File: config.mk
export PLATFORM = sky130hd
export DESIGN_NAME = ram_port_arbiter
export DESIGN_NICKNAME = d
export VERILOG_FILES = /design/src/rtl/ram_port_arbiter.sv
export SDC_FILE = /design/constraint.sdc
export NUM_CORES = 1
export LEC_CHECK = 0
export ABC_AREA = 1
export CORE_AREA = 5 5 146 148
export DETAILED_ROUTE_END_ITERATION = 12
export DIE_AREA = 0 0 151 153
export GPL_ROUTABILITY_DRIVEN = 0
export PLACE_DENSITY = 0.47
export SLEW_MARGIN = 20
export SYNTH_ARGS = -nofsm -noshare
export SYNTH_HDL_FRONTEND = slang
export SYNTH_SLANG_ARGS = --single-unit
File: constraint.sdc
create_clock -name clk -period 4.6 [get_ports clk]
set_clock_uncertainty 0.2 [all_clocks]
set_input_delay 0.92 -clock clk [delete_from_list [all_inputs] [get_ports clk]]
set_output_delay 0.92 -clock clk [all_outputs]
set_load 0.02 [all_outputs]
File: src/rtl/ram_port_arbiter.sv
// Arbiter sharing one single-port RAM between the BIOS loader, CPU data and CPU fetch ports.
// BIOS has burst-capped fixed priority; the CPU ports alternate round-robin; read data returns next cycle.
module ram_port_arbiter #(
  parameter int ADDR_WIDTH = 32,
  parameter int DATA_WIDTH = 32,
  parameter int BIOS_BURST = 4
) (
  input  logic                    clk,
  input  logic                    rst_n,
  input  logic                    clk_en,
  input  logic                    i_booted,
  input  logic                    b_req,
  input  logic                    d_req,
  input  logic                    f_req,
  input  logic                    b_we,
  input  logic                    d_we,
  input  logic [DATA_WIDTH/8-1:0] b_be,
  input  logic [DATA_WIDTH/8-1:0] d_be,
  input  logic [ADDR_WIDTH-1:0]   b_addr,
  input  logic [ADDR_WIDTH-1:0]   d_addr,
  input  logic [ADDR_WIDTH-1:0]   f_addr,
  input  logic [DATA_WIDTH-1:0]   b_wdata,
  input  logic [DATA_WIDTH-1:0]   d_wdata,
  output logic                    b_gnt,
  output logic                    d_gnt,
  output logic                    f_gnt,
  output logic                    b_rvalid,
  output logic                    d_rvalid,
  output logic                    f_rvalid,
  output logic [DATA_WIDTH-1:0]   b_rdata,
  output logic [DATA_WIDTH-1:0]   d_rdata,
  output logic [DATA_WIDTH-1:0]   f_rdata,
  output logic                    ram_en,
  output logic                    ram_we,
  output logic [DATA_WIDTH/8-1:0] ram_be,
  output logic [ADDR_WIDTH-1:0]   ram_addr,
  output logic [DATA_WIDTH-1:0]   ram_wdata,
  input  logic [DATA_WIDTH-1:0]   ram_rdata
);

  localparam int CNT_W = 4;
  localparam logic [CNT_W-1:0] BURST_MAX = CNT_W'(BIOS_BURST);

  typedef enum logic [1:0] {OWN_NONE, OWN_BIOS, OWN_DATA, OWN_FETCH} owner_t;
  typedef enum logic {RR_DATA, RR_FETCH} rr_t;

  owner_t           rd_owner;
  owner_t           winner;
  rr_t              rr_ptr;
  logic [CNT_W-1:0] burst_cnt;
  logic             active;
  logic             b_el;
  logic             d_el;
  logic             f_el;
  logic             cpu_el;
  logic             rd_grant;

  // Handshake: a port's gnt is high in the same cycle its access is on ram_*;
  // the requester holds req and fields stable until it sees gnt. rvalid follows one cycle later.
  always_comb begin
    active = rst_n & clk_en;
    b_el   = active & b_req;
    d_el   = active & i_booted & d_req;
    f_el   = active & i_booted & f_req;
    cpu_el = d_el | f_el;

    winner = OWN_NONE;
    if (b_el && (!cpu_el || burst_cnt < BURST_MAX)) begin
      winner = OWN_BIOS;
    end else if (cpu_el) begin
      if (rr_ptr == RR_DATA) winner = d_el ? OWN_DATA : OWN_FETCH;
      else                   winner = f_el ? OWN_FETCH : OWN_DATA;
    end

    ram_en    = 1'b0;
    ram_we    = 1'b0;
    ram_be    = '0;
    ram_addr  = '0;
    ram_wdata = '0;
    case (winner)
      OWN_BIOS: begin
        ram_en    = 1'b1;
        ram_we    = b_we;
        ram_be    = b_we ? b_be : '1;
        ram_addr  = b_addr;
        ram_wdata = b_wdata;
      end
      OWN_DATA: begin
        ram_en    = 1'b1;
        ram_we    = d_we;
        ram_be    = d_we ? d_be : '1;
        ram_addr  = d_addr;
        ram_wdata = d_wdata;
      end
      OWN_FETCH: begin
        ram_en    = 1'b1;
        ram_be    = '1;
        ram_addr  = f_addr;
      end
      default: ;
    endcase

    b_gnt    = (winner == OWN_BIOS);
    d_gnt    = (winner == OWN_DATA);
    f_gnt    = (winner == OWN_FETCH);
    rd_grant = ram_en & ~ram_we;
  end

  always_ff @(posedge clk) begin
    if (!rst_n) begin
      rd_owner  <= OWN_NONE;
      rr_ptr    <= RR_DATA;
      burst_cnt <= '0;
    end else begin
      rd_owner <= rd_grant ? winner : OWN_NONE;
      if (clk_en) begin
        if (winner == OWN_DATA)       rr_ptr <= RR_FETCH;
        else if (winner == OWN_FETCH) rr_ptr <= RR_DATA;

        if (winner == OWN_DATA || winner == OWN_FETCH || !b_req)
          burst_cnt <= '0;
        else if (winner == OWN_BIOS && cpu_el && burst_cnt < BURST_MAX)
          burst_cnt <= burst_cnt + 1'b1;
      end
    end
  end

  // Gating with rst_n drops a response whose reset arrives while it is outstanding.
  assign b_rvalid = rst_n & (rd_owner == OWN_BIOS);
  assign d_rvalid = rst_n & (rd_owner == OWN_DATA);
  assign f_rvalid = rst_n & (rd_owner == OWN_FETCH);
  assign b_rdata  = ram_rdata;
  assign d_rdata  = ram_rdata;
  assign f_rdata  = ram_rdata;

endmodule

==> impl_table.tex <==
\begin{tabular}{lr}
\hline
Metric & Value \\
\hline
\multicolumn{2}{l}{\textbf{STA}} \\
Fin crit period & approximately 4500 ps \\
RSZ-0062 raised after global routing & true \\
Share of the cycle needed by the critical path after routing & 0.9806 \\
Slew at the pin closest to its max-slew limit & 406.0 ps \\
\# setup viols final & 0 \\
Number of failing hold endpoints at the final stage & 0 \\
Final slew viol count & 0 \\
Hold\_ws & 236.5 ps \\
Max\_slew headroom & 0.7294 \\
TNS Setup & 0 ps \\
Max Freq & 0.2217 GHz \\
\multicolumn{2}{l}{\textbf{Route}} \\
Residual antenna-violating net count after detailed routing & 0 \\
Remaining routing DRC violations & 0 \\
Routed wire length & roughly 13,000 um \\
Via count normalized by instance count & 3.758 \\
Routed wire per std cell & 14.83 um \\
Violation count after the first detailed-route iteration & 85 \\
Total iterations of the first detailed-routing run & 4 \\
Vias post-DR & 3,266 \\
\multicolumn{2}{l}{\textbf{Clocking}} \\
Clock tree from TritonCTS & yes \\
CTS H-Tree Depth & 1 \\
Clk Latency, worst-skew pair & roughly 230 ps \\
CTS Buf Count & 3 \\
Clock-pin slew of the registers on the worst-case setup and hold paths & 40 ps \\
Number of buffers on the longest clock path & 2 \\
Hold Buf Count CTS & 0 \\
Root Driver & sky130\_fd\_sc\_hd\_\_clkbuf\_16 \\
Num Clock Sinks & 7 \\
\multicolumn{2}{l}{\textbf{Job}} \\
Reported max-cap violation count & 0 \\
\multicolumn{2}{l}{\textbf{Cells and area}} \\
Share of cells above drive strength 1 & 0.06177 \\
P\&R area growth vs syn & 104.3\% \\
Diodes inserted & 0 \\
Fin nets & 815 \\
Fill cell instance count of the final layout & roughly 2.2k \\
\multicolumn{2}{l}{\textbf{Power and ir drop}} \\
Share of total power consumed by net switching & 0.2873 \\
Power per cell area & 104.5 nW/um\^{}2 \\
Part of the power in registers & 0.120 \\
Clock power frac & 0.293 \\
Worst vdd ir & between 0.07 and 0.08 mV \\
LEAKAGE & 2.523 nW \\
Total power of the final layout & 0.0005119 W \\
Combinational Power Share & 0.587 \\
Switching power & 0.0001470 W \\
Cell internal power dissipation & 0.0003648 W \\
\multicolumn{2}{l}{\textbf{GRT}} \\
Number of antenna violations at the first check in global routing & 1 \\
Maximum number of pins on one net before global-route repair & 34 \\
First-pass GRT wire length & approximately 18,000 um \\
Number of global-route vias before repair & 3,361 \\
Overflow left after global routing & 0 \\
GRT Util Overall & 0.1006 \\
\multicolumn{2}{l}{\textbf{Die}} \\
Core region area & 19,910 sq um \\
Top-level port count & about 380 \\
Width of the die & 151 um \\
Std-Cell Rows & 52 \\
Die H & 153 um \\
Starting density of the core & 0.1205 \\
Die Footprint & between 20,000 and 25,000 sq um \\
\multicolumn{2}{l}{\textbf{Yosys}} \\
Area contributors post-synth & sky130\_fd\_sc\_hd\_\_buf\_4, sky130\_fd\_sc\_hd\_\_nand2\_1, sky130\_fd\_sc\_hd\_\_a31oi\_1 \\
Syn Std Cell Area & approximately 2400 sq um \\
Sequential area share after synthesis & 0.05842 \\
Synth Register Bits & 7 \\
Cell type with the highest aggregate area in the netlist & sky130\_fd\_sc\_hd\_\_buf\_4 \\
Area share of the largest cell type after synthesis & 0.3005 \\
Warnings from Yosys & 0 \\
Synth Net Count & around 660 \\
Gate Count Post-Synth & 440 \\
Synthesized area per cell & 5.451 sq um \\
Library cells used by synthesis & 23 \\
\multicolumn{2}{l}{\textbf{Hold path}} \\
Type of the most critical hold path & reg -> reg \\
\multicolumn{2}{l}{\textbf{Setup path}} \\
Capturing element type of the critical path & output pin \\
Required time reported for the critical path endpoint & 3480 ps \\
Category of the worst setup path launch point & input port \\
Arrival time of the worst setup path & 3390 ps \\
Largest driver fanout on the critical path & 18 \\
Setup CP Type & in -> out \\
\multicolumn{2}{l}{\textbf{Placed design}} \\
Half-perimeter wire length of the detailed placement result & $\sim$11,000 um \\
Number of I/O port buffers & $\sim$250 \\
\multicolumn{2}{l}{\textbf{Outcome}} \\
Outcome & finished, final reports clean \\
\hline
\end{tabular}
[cells in the mapped netlist]
cell type	n
sky130_fd_sc_hd__nand2_1	173
sky130_fd_sc_hd__buf_4	96
sky130_fd_sc_hd__a21oi_1	35
sky130_fd_sc_hd__a31oi_1	32
sky130_fd_sc_hd__inv_1	23
sky130_fd_sc_hd__clkbuf_1	17
sky130_fd_sc_hd__nor2_1	15
sky130_fd_sc_hd__dfxtp_1	7
sky130_fd_sc_hd__ha_1	6
sky130_fd_sc_hd__nand3_1	6
sky130_fd_sc_hd__o21ai_0	5
sky130_fd_sc_hd__o22ai_1	4
sky130_fd_sc_hd__buf_1	3
sky130_fd_sc_hd__buf_6	3
sky130_fd_sc_hd__nor3_1	3
sky130_fd_sc_hd__buf_2	2
sky130_fd_sc_hd__inv_2	2
sky130_fd_sc_hd__nor2_4	2
sky130_fd_sc_hd__o211ai_1	2
sky130_fd_sc_hd__nand3_2	1
sky130_fd_sc_hd__nand4_1	1
sky130_fd_sc_hd__o21ai_2	1
sky130_fd_sc_hd__o21bai_2	1
[cells in the final DEF, fill, tap and decap left out, types with 2 or more instances in the layout]
cell	Yosys	layout
sky130_fd_sc_hd__clkdlybuf4s50_1	0	200
sky130_fd_sc_hd__dlymetal6s2s_1	0	49
sky130_fd_sc_hd__dfxtp_1	7	7
sky130_fd_sc_hd__nand3_1	6	6
sky130_fd_sc_hd__nor3_1	3	3
sky130_fd_sc_hd__o22ai_1	4	4
sky130_fd_sc_hd__nor2_4	2	2
sky130_fd_sc_hd__o211ai_1	2	2
sky130_fd_sc_hd__dlygate4sd2_1	0	2
sky130_fd_sc_hd__nand2_1	173	173
sky130_fd_sc_hd__inv_1	23	23
sky130_fd_sc_hd__inv_2	2	2
sky130_fd_sc_hd__ha_1	6	5
sky130_fd_sc_hd__buf_4	96	17
sky130_fd_sc_hd__a31oi_1	32	32
sky130_fd_sc_hd__buf_12	0	8
sky130_fd_sc_hd__clkbuf_16	0	3
sky130_fd_sc_hd__nor2_1	15	15
sky130_fd_sc_hd__a21oi_1	35	35
sky130_fd_sc_hd__o21ai_0	5	4
[state kept, by name (all words and copies together) (netlist names)]
name	flops
rr_ptr	1
rd_owner	2
burst_cnt	4
[path summary, 6_finish.rpt]
check | from | end | slack, ps | cells past startpoint
setup / recovery | clk_en | ram_wdata[6] | 90 | 10
hold / removal | burst_cnt[3] | burst_cnt[3] | 240 | 2
setup reg to reg | burst_cnt[3] | rd_owner[0] | 2490 | 11
hold reg to reg | burst_cnt[3] | burst_cnt[3] | 240 | 2
[final cells by class]
cell class	count	area, sq um	share of cell area
clock buffers	3	75.07	0.01532
well taps	270	337.8	0.06895
clock inverters	1	5.005	0.001021
repair buffers	276	2920	0.5960
inverters	25	93.84	0.01915
multi-input cells	287	1328	0.2709
flip-flops and latches	7	140.1	0.02860
[routing by layer]
metal | up-vias | share of wire | track usage
li1 | 1628 | - | -
met2 | 206 | 0.47 | 0.1821
met3 | 46 | 0.14 | 0.04945
met4 | 2 | 0.030 | 0.03541
met5 | - | 0.00054 | 0
met1 | 1384 | 0.35 | 0.09818
[critical path, stage by stage]
cell	delay [ps]
sky130_fd_sc_hd__clkdlybuf4s50_1	550
sky130_fd_sc_hd__nand2_1	70
sky130_fd_sc_hd__nor2_1	130
sky130_fd_sc_hd__nand3_1	90
sky130_fd_sc_hd__nand2_1	90
sky130_fd_sc_hd__nand2_1	120
sky130_fd_sc_hd__ha_2	610
sky130_fd_sc_hd__buf_4	220
sky130_fd_sc_hd__a21oi_1	40
sky130_fd_sc_hd__clkdlybuf4s50_1	540
[cell families (layout without fill, tap and decap cells)]
logic type,Yosys count,in the layout,share of synthesized area
and+or+nand+nor,201,201,0.3292
DFF,7,7,0.05842
AOI/OAI and AO/OA,80,80,0.1920
buffers and inverters,146,305,0.3891
adders and majority gates,6,6,0.03130
[through the flow]
| stage | util | setup WS, ps | std cells | area (sq um) |
|---|---|---|---|---|
| 2_1_floorplan | - | 677.8 | 440 | 2399 |
| 3_3_place_gp | 0.2360 | -23.33 | 865 | 4700 |
| 3_5_place_dp | 0.2360 | -35.27 | 865 | 4700 |
| 4_1_cts | 0.2399 | 33.12 | 869 | 4777 |
| 5_1_grt | 0.2461 | -106.6 | 869 | 4900 |
| 6_report | 0.2461 | 89.15 | 869 | 4900 |
[what timing repair did]
action	in CTS	in global routing
gates resized for setup	3	49
buffers inserted	0	0
endpoints found under the setup margin	3	62
gates cloned	0	0
[power groups by stage]
stage                     Clock [W]  Sequential [W]  Combinational (W)
after floorplan                   0       0.0000625           0.000205
after global placement            0       0.0000625           0.000307
after detailed placement          0       0.0000626           0.000306
after CTS                  0.000152       0.0000616           0.000307
after global routing       0.000156       0.0000616           0.000323
final                      0.000150       0.0000616           0.000300
Power figures use the tool's default switching activity.
